==> config.mk <==
export PLATFORM = sky130hd
export DESIGN_NAME = int_ctrl
export DESIGN_NICKNAME = d
export VERILOG_FILES = /design/src/rtl/int_ctrl.sv
export SDC_FILE = /design/constraint.sdc
export NUM_CORES = 1
export LEC_CHECK = 0
export BUFFER_PORTS_ARGS = -buffer_cell sky130_fd_sc_hd__buf_2
export CORE_MARGIN = 8
export CORE_UTILIZATION = 46
export DETAILED_ROUTE_END_ITERATION = 10
export GPL_TIMING_DRIVEN = 0
export HOLD_SLACK_MARGIN = 0.05
export PLACE_DENSITY = 0.9
export SKIP_LAST_GASP = 1
export SYNTH_ARGS = -nofsm -noshare
export SYNTH_HDL_FRONTEND = slang
export SYNTH_SLANG_ARGS = --single-unit
==> constraint.sdc <==
create_clock -name clk -period 1.5 [get_ports clk]
set_input_delay 0.15 -clock clk [delete_from_list [all_inputs] [get_ports clk]]
set_output_delay 0.15 -clock clk [all_outputs]
set_load 0.01 [all_outputs]
==> src/rtl/int_ctrl.sv <==
// int_ctrl - memory-mapped interrupt controller.
//
// Latches edge- or level-type interrupt requests from the peripheral lines,
// masks them, picks a winner by fixed priority (bit 0 highest) and raises a
// single request to the CPU. The handler claims the winning ID by reading
// CLAIM and later completes it by writing the same ID back to CLAIM.
//
// Register map (word offset addr_i):
//   0 PENDING  read: pending bits; write: 1 clears an edge-type bit
//   1 MASK     read/write, 1 = enabled
//   2 MODE     read/write, 1 = edge, 0 = level
//   3 CLAIM    read: claim (side effect only in REQ); write: complete
//
// Ports:
//   clk      rising-edge clock
//   reset    synchronous reset, active low
//   src_i    raw interrupt lines, bit 0 = highest priority
//   addr_i   word offset inside the block
//   we_i     write strobe, one cycle per write
//   re_i     read strobe, one cycle per read
//   wdata_i  write data
//   rdata_o  read data, combinational from addr_i and current registers
//   irq_o    interrupt request to the CPU
//   id_o     ID currently in service, 0 when none
module int_ctrl #(
  parameter int N_SRC    = 6,
  parameter bit EDGE_RST = 1'b1
) (
  input  logic             clk,
  input  logic             reset,
  input  logic [N_SRC-1:0] src_i,
  input  logic [1:0]       addr_i,
  input  logic             we_i,
  input  logic             re_i,
  input  logic [31:0]      wdata_i,
  output logic [31:0]      rdata_o,
  output logic             irq_o,
  output logic [4:0]       id_o
);

  typedef enum logic [1:0] {IDLE, REQ, SERV} state_t;

  state_t           r_state, w_stateNext;
  logic [N_SRC-1:0] r_pending, r_mask, r_mode, r_srcQ;
  logic [N_SRC-1:0] w_pendingNext, w_active, w_winOh, w_rise;
  logic [4:0]       r_curId, w_curIdNext, w_winId;
  logic             w_wrPend, w_wrMask, w_wrMode, w_wrClaim, w_rdClaim, w_claim;
  logic             w_unusedBits;

  assign w_wrPend  = we_i && (addr_i == 2'd0);
  assign w_wrMask  = we_i && (addr_i == 2'd1);
  assign w_wrMode  = we_i && (addr_i == 2'd2);
  assign w_wrClaim = we_i && (addr_i == 2'd3);
  assign w_rdClaim = re_i && (addr_i == 2'd3);
  assign w_rise    = src_i & ~r_srcQ;
  assign w_active  = r_pending & r_mask;

  // Upper write-data bits have no register behind them.
  assign w_unusedBits = ^wdata_i[31:N_SRC];

  // Fixed-priority arbiter: scanning from the top down lets the lowest
  // active index overwrite any higher one, so bit 0 wins.
  always_comb begin
    w_winId = '0;
    w_winOh = '0;
    for (int i = N_SRC - 1; i >= 0; i--) begin
      if (w_active[i]) begin
        w_winId    = 5'(i + 1);
        w_winOh    = '0;
        w_winOh[i] = 1'b1;
      end
    end
  end

  // Claim/complete FSM. A drop of win_id in REQ (mask change or W1C) takes
  // precedence over a claim in the same cycle, so ID 0 is never claimed.
  always_comb begin
    w_stateNext = r_state;
    w_curIdNext = r_curId;
    w_claim     = 1'b0;
    case (r_state)
      IDLE: begin
        if (w_winId != 5'd0) w_stateNext = REQ;
      end
      REQ: begin
        if (w_winId == 5'd0) begin
          w_stateNext = IDLE;
        end else if (w_rdClaim) begin
          w_stateNext = SERV;
          w_curIdNext = w_winId;
          w_claim     = 1'b1;
        end
      end
      SERV: begin
        if (w_wrClaim && (wdata_i[4:0] == r_curId)) begin
          w_stateNext = IDLE;
          w_curIdNext = 5'd0;
        end
      end
      default: w_stateNext = IDLE;
    endcase
  end

  // Pending update. Clears (W1C, claim) are applied before the new edge is
  // ORed in, so a set in the same cycle as a clear wins. Level-type bits
  // simply follow the raw line and ignore both clears.
  always_comb begin
    w_pendingNext = r_pending;
    if (w_wrPend) w_pendingNext = w_pendingNext & ~wdata_i[N_SRC-1:0];
    if (w_claim)  w_pendingNext = w_pendingNext & ~w_winOh;
    w_pendingNext = w_pendingNext | w_rise;
    w_pendingNext = (w_pendingNext & r_mode) | (src_i & ~r_mode);
  end

  always_ff @(posedge clk) begin
    if (!reset) begin
      r_state   <= IDLE;
      r_curId   <= '0;
      r_pending <= '0;
      r_mask    <= '0;
      r_mode    <= {N_SRC{EDGE_RST}};
      r_srcQ    <= '0;
    end else begin
      r_state   <= w_stateNext;
      r_curId   <= w_curIdNext;
      r_pending <= w_pendingNext;
      r_srcQ    <= src_i;
      if (w_wrMask) r_mask <= wdata_i[N_SRC-1:0];
      if (w_wrMode) r_mode <= wdata_i[N_SRC-1:0];
    end
  end

  // CLAIM reads report the candidate in REQ and the serviced ID in SERV;
  // the read itself never changes state outside REQ.
  always_comb begin
    rdata_o = '0;
    case (addr_i)
      2'd0: rdata_o[N_SRC-1:0] = r_pending;
      2'd1: rdata_o[N_SRC-1:0] = r_mask;
      2'd2: rdata_o[N_SRC-1:0] = r_mode;
      default: begin
        if (r_state == REQ)       rdata_o[4:0] = w_winId;
        else if (r_state == SERV) rdata_o[4:0] = r_curId;
      end
    endcase
  end

  assign irq_o = (r_state == REQ);
  assign id_o  = r_curId;

endmodule

==> flow_metrics.tcl <==
set metrics [dict create \
    outcome "complete, but fails checks" \
    failed_checks "negative setup slack" \
    critical_path.startpoint_type "register" \
    starting_utilization_of_the_core_area 0.466 \
    clock_tree_from_tritoncts "built" \
    hpwlAfterDp_um 3270 \
    synthTopCellsByArea "dfxtp_1 (35%), buf_4 (13%), nand2_1 (8.3%)" \
    stdcell_area_um2 2240 \
    seq_area_frac_synth 0.348 \
    clk_path_buf_depth 2 \
    yosysTopAreaCellShare 0.348 \
    min_period_over_period 1.26 \
    synthesis.area_per_instance_um2 8.05 \
    slew_violations 0 \
    grt_util_all_layers 0.158 \
    met3RoutedLength_um 429 \
    final.setup_skew_ns 0.00551 \
    timing.final.crit_period_ns 1.89 \
    hold-worst-slack_ns 0.0714 \
    design.die.area_um2 5800 \
    detail_route.wl_per_cell_um 14.8 \
    clock-root-buffer "clkbuf_4" \
    setup_viol 6 \
    critPathSlowestCell "a222oi_1" \
    first_pass_iters 4 \
    met2_wirelength_um 2440 \
    post_dr_vias_cell 5.06 \
    cp_data_required_time_ns 1.35 \
    drt-met1-wl_um 1890 \
    power_density_nw_per_um2 792 \
    timing.critical_path.cells "a222oi_1 > nor2b_2 > a221oi_2 > nor2_1 > buf_2" \
    drt-total-wl_um 4900 \
    grt.overflow.total 0 \
    filler_cell_count 297 \
    syn-cell-area_um2 1670 \
    postRouteAntennaNets 0 \
    first_global_vias 1607 \
    htreeDepth 2 \
    row_count 22 \
    port_buffers 26 \
    setup_repair_after_global_routing_missed_its_margin "true" \
    max_cap_violations 0 \
    worst_ir_drop_vdd_v 0.000388 \
    area.growth.synth_to_final_pct 34.6 \
    standard_cell_area_after_detailed_placement_um2 1960 \
    antenna_found_initial 0 \
    clkTransAtPathRegs_ns 0.09 \
    cp_slowest_stage_delay_ns 0.47 \
    drtIter0Drc 198 \
    grt_start_max_net_pins 11 \
    worst-setup-path-type "reg2out" \
    netlist_instances 207 \
    cellLeakagePower_nw 1.15 \
    slew_headroom 0.662 \
    design.core.area_um2 3580 \
    drive_gt1_frac 0.375 \
    synth_largest_area_cell "dfxtp_1" \
    dieHeight_um 76.2 \
    timing_worst_slew_pin_value_ns 0.505 \
    clock.fmax_ghz 0.530 \
    global_route_wire_length_before_repair_um 7560 \
    synth_warnings 0 \
    numCtsBuffers 5 \
    insertedDiodeCount 0 \
    routability_congestion_estimate_from_global_placement 0.902 \
    worst_skew_pair.late_latency_ns 0.34 \
    critical_path_arrival_ns 1.74 \
    timing.critical_path.fanout_max 2 \
    layout_setup_ws_ns -0.388 \
    number_of_primary_i_o_pins 82 \
    route.vias.total 1674 \
    worst_setup_path_end_kind "primary output" \
    min_path_type "in2reg" \
    maxUsedRoutingLayer "met4" \
    drc_errors 0 \
    die_x_um 76.2 \
    finalHoldViolations 0 \
    ys_ff_latch 29 \
    clock-sinks 29 \
    design.final.nets 326 \
    ys_types 36 \
]
## per-stage QoR
| step | power, mW | instances | utilization | setup TNS, ns | setup WS (ns) |
|---|---|---|---|---|---|
| 2_1_floorplan | 1.09 | 234 | - | 0 | 0.200 |
| 3_3_place_gp | 1.17 | 308 | 0.547 | -0.117 | -0.0779 |
| 3_5_place_dp | 1.18 | 308 | 0.547 | -0.135 | -0.0693 |
| 4_1_cts | 1.76 | 329 | 0.610 | -0.672 | -0.271 |
| 5_1_grt | 1.86 | 331 | 0.627 | -1.43 | -0.453 |
| 6_report | 1.78 | 331 | 0.627 | -1.10 | -0.388 |
## flip-flops by register name, indices dropped and copies added, names as in the netlist
name / count
r_mask: 6
r_state: 2
r_srcQ: 6
r_pending: 6
id_o: 3
r_mode: 6
## per-layer routing
layer	up-vias	track usage
met5	-	0
met4	0	0.0962
met3	12	0.0542
met2	78	0.258
met1	774	0.171
li1	810	-
## layout make-up
class | instances | area, µm² | share of cell area
buffer | 36 | 251 | 0.112
clock buffer | 7 | 65.1 | 0.0290
clock inverter | 1 | 5.00 | 0.00223
inverter | 3 | 11.3 | 0.00502
multi-input combinational | 166 | 996 | 0.444
sequential | 29 | 597 | 0.266
tap | 48 | 60.1 | 0.0268
timing repair buffer | 41 | 258 | 0.115
## report_power, final
| group | total (mW) | switching, mW | internal, mW |
|---|---|---|---|
| logic | 0.370 | 0.194 | 0.175 |
| registers | 0.853 | 0.0406 | 0.812 |
| clock network | 0.555 | 0.284 | 0.271 |
## what timing repair did
item	in CTS	in global routing
resized for setup	16	14
pin swaps	5	8
hold buffers	6	0
endpoints found under the hold margin	6	0
buffers inserted	7	3
endpoints found under the setup margin	3	11
## critical path: cells and delay by family, from the launching register on
family | cells | cell delay (ns)
AO/OA/AOI/OAI | 2 | 0.54
AND/OR/NAND/NOR | 2 | 0.37
flip-flops | 1 | 0.34
buffers and inverters | 1 | 0.15
## cell families (layout without fill, tap and decap cells)
| group | after synthesis | after routing | synth area share |
|---|---|---|---|
| AND/OR/NAND/NOR | 92 | 92 | 0.284 |
| buffers and inverters | 39 | 88 | 0.156 |
| AO/OA/AOI/OAI | 32 | 32 | 0.126 |
| flip-flops | 29 | 29 | 0.348 |
| multiplexers | 11 | 11 | 0.0676 |
| XOR/XNOR | 3 | 3 | 0.0158 |
| other | 1 | 28 | 0.00225 |
## cell usage in the layout (no fill, tap or decap), types with 6 or more instances in the layout
cell / count
buf_4: 39
buf_2: 29
nand2_1: 35
mux2i_1: 9
dfxtp_1: 20
dfxtp_2: 7
conb_1: 28
dlygate4sd3_1: 6
nand3_1: 24
a21oi_1: 8
and2_1: 6
nor2b_1: 7
## cell usage after synthesis
master / number
o21ai_0: 5
o22ai_2: 1
o22ai_1: 3
buf_2: 4
nand2_1: 37
a221oi_1: 2
conb_1: 1
mux2i_1: 9
nor2b_4: 1
a32oi_1: 1
nor2b_2: 1
nor3_1: 2
nor3b_2: 1
xor2_1: 3
nand3_1: 24
nand4b_1: 1
buf_4: 29
mux2_2: 2
o21ai_2: 2
nand3b_2: 1
a222oi_1: 2
a21oi_1: 9
inv_1: 3
nand4_1: 3
a21boi_0: 1
dfxtp_1: 29
nor2b_1: 8
nand2b_1: 1
a22o_1: 2
and4b_1: 1
o21ai_1: 4
and2_1: 6
nor2_1: 3
nand2_2: 1
and4_1: 1
clkbuf_1: 3
## path summary, 6_finish.rpt
| kind | from | to | slack, ns | cells after the start |
|---|---|---|---|---|
| worst max-delay path | r_pending[1] | rdata_o[2] | -0.39 | 5 |
| worst min-delay path | reset | r_srcQ[1] | 0.07 | 2 |
| worst max register to register | r_pending[1] | r_pending[3] | -0.09 | 6 |
| worst min register to register | r_srcQ[3] | r_pending[3] | 0.48 | 3 |
No activity file was read; power rests on OpenSTA's default activity.
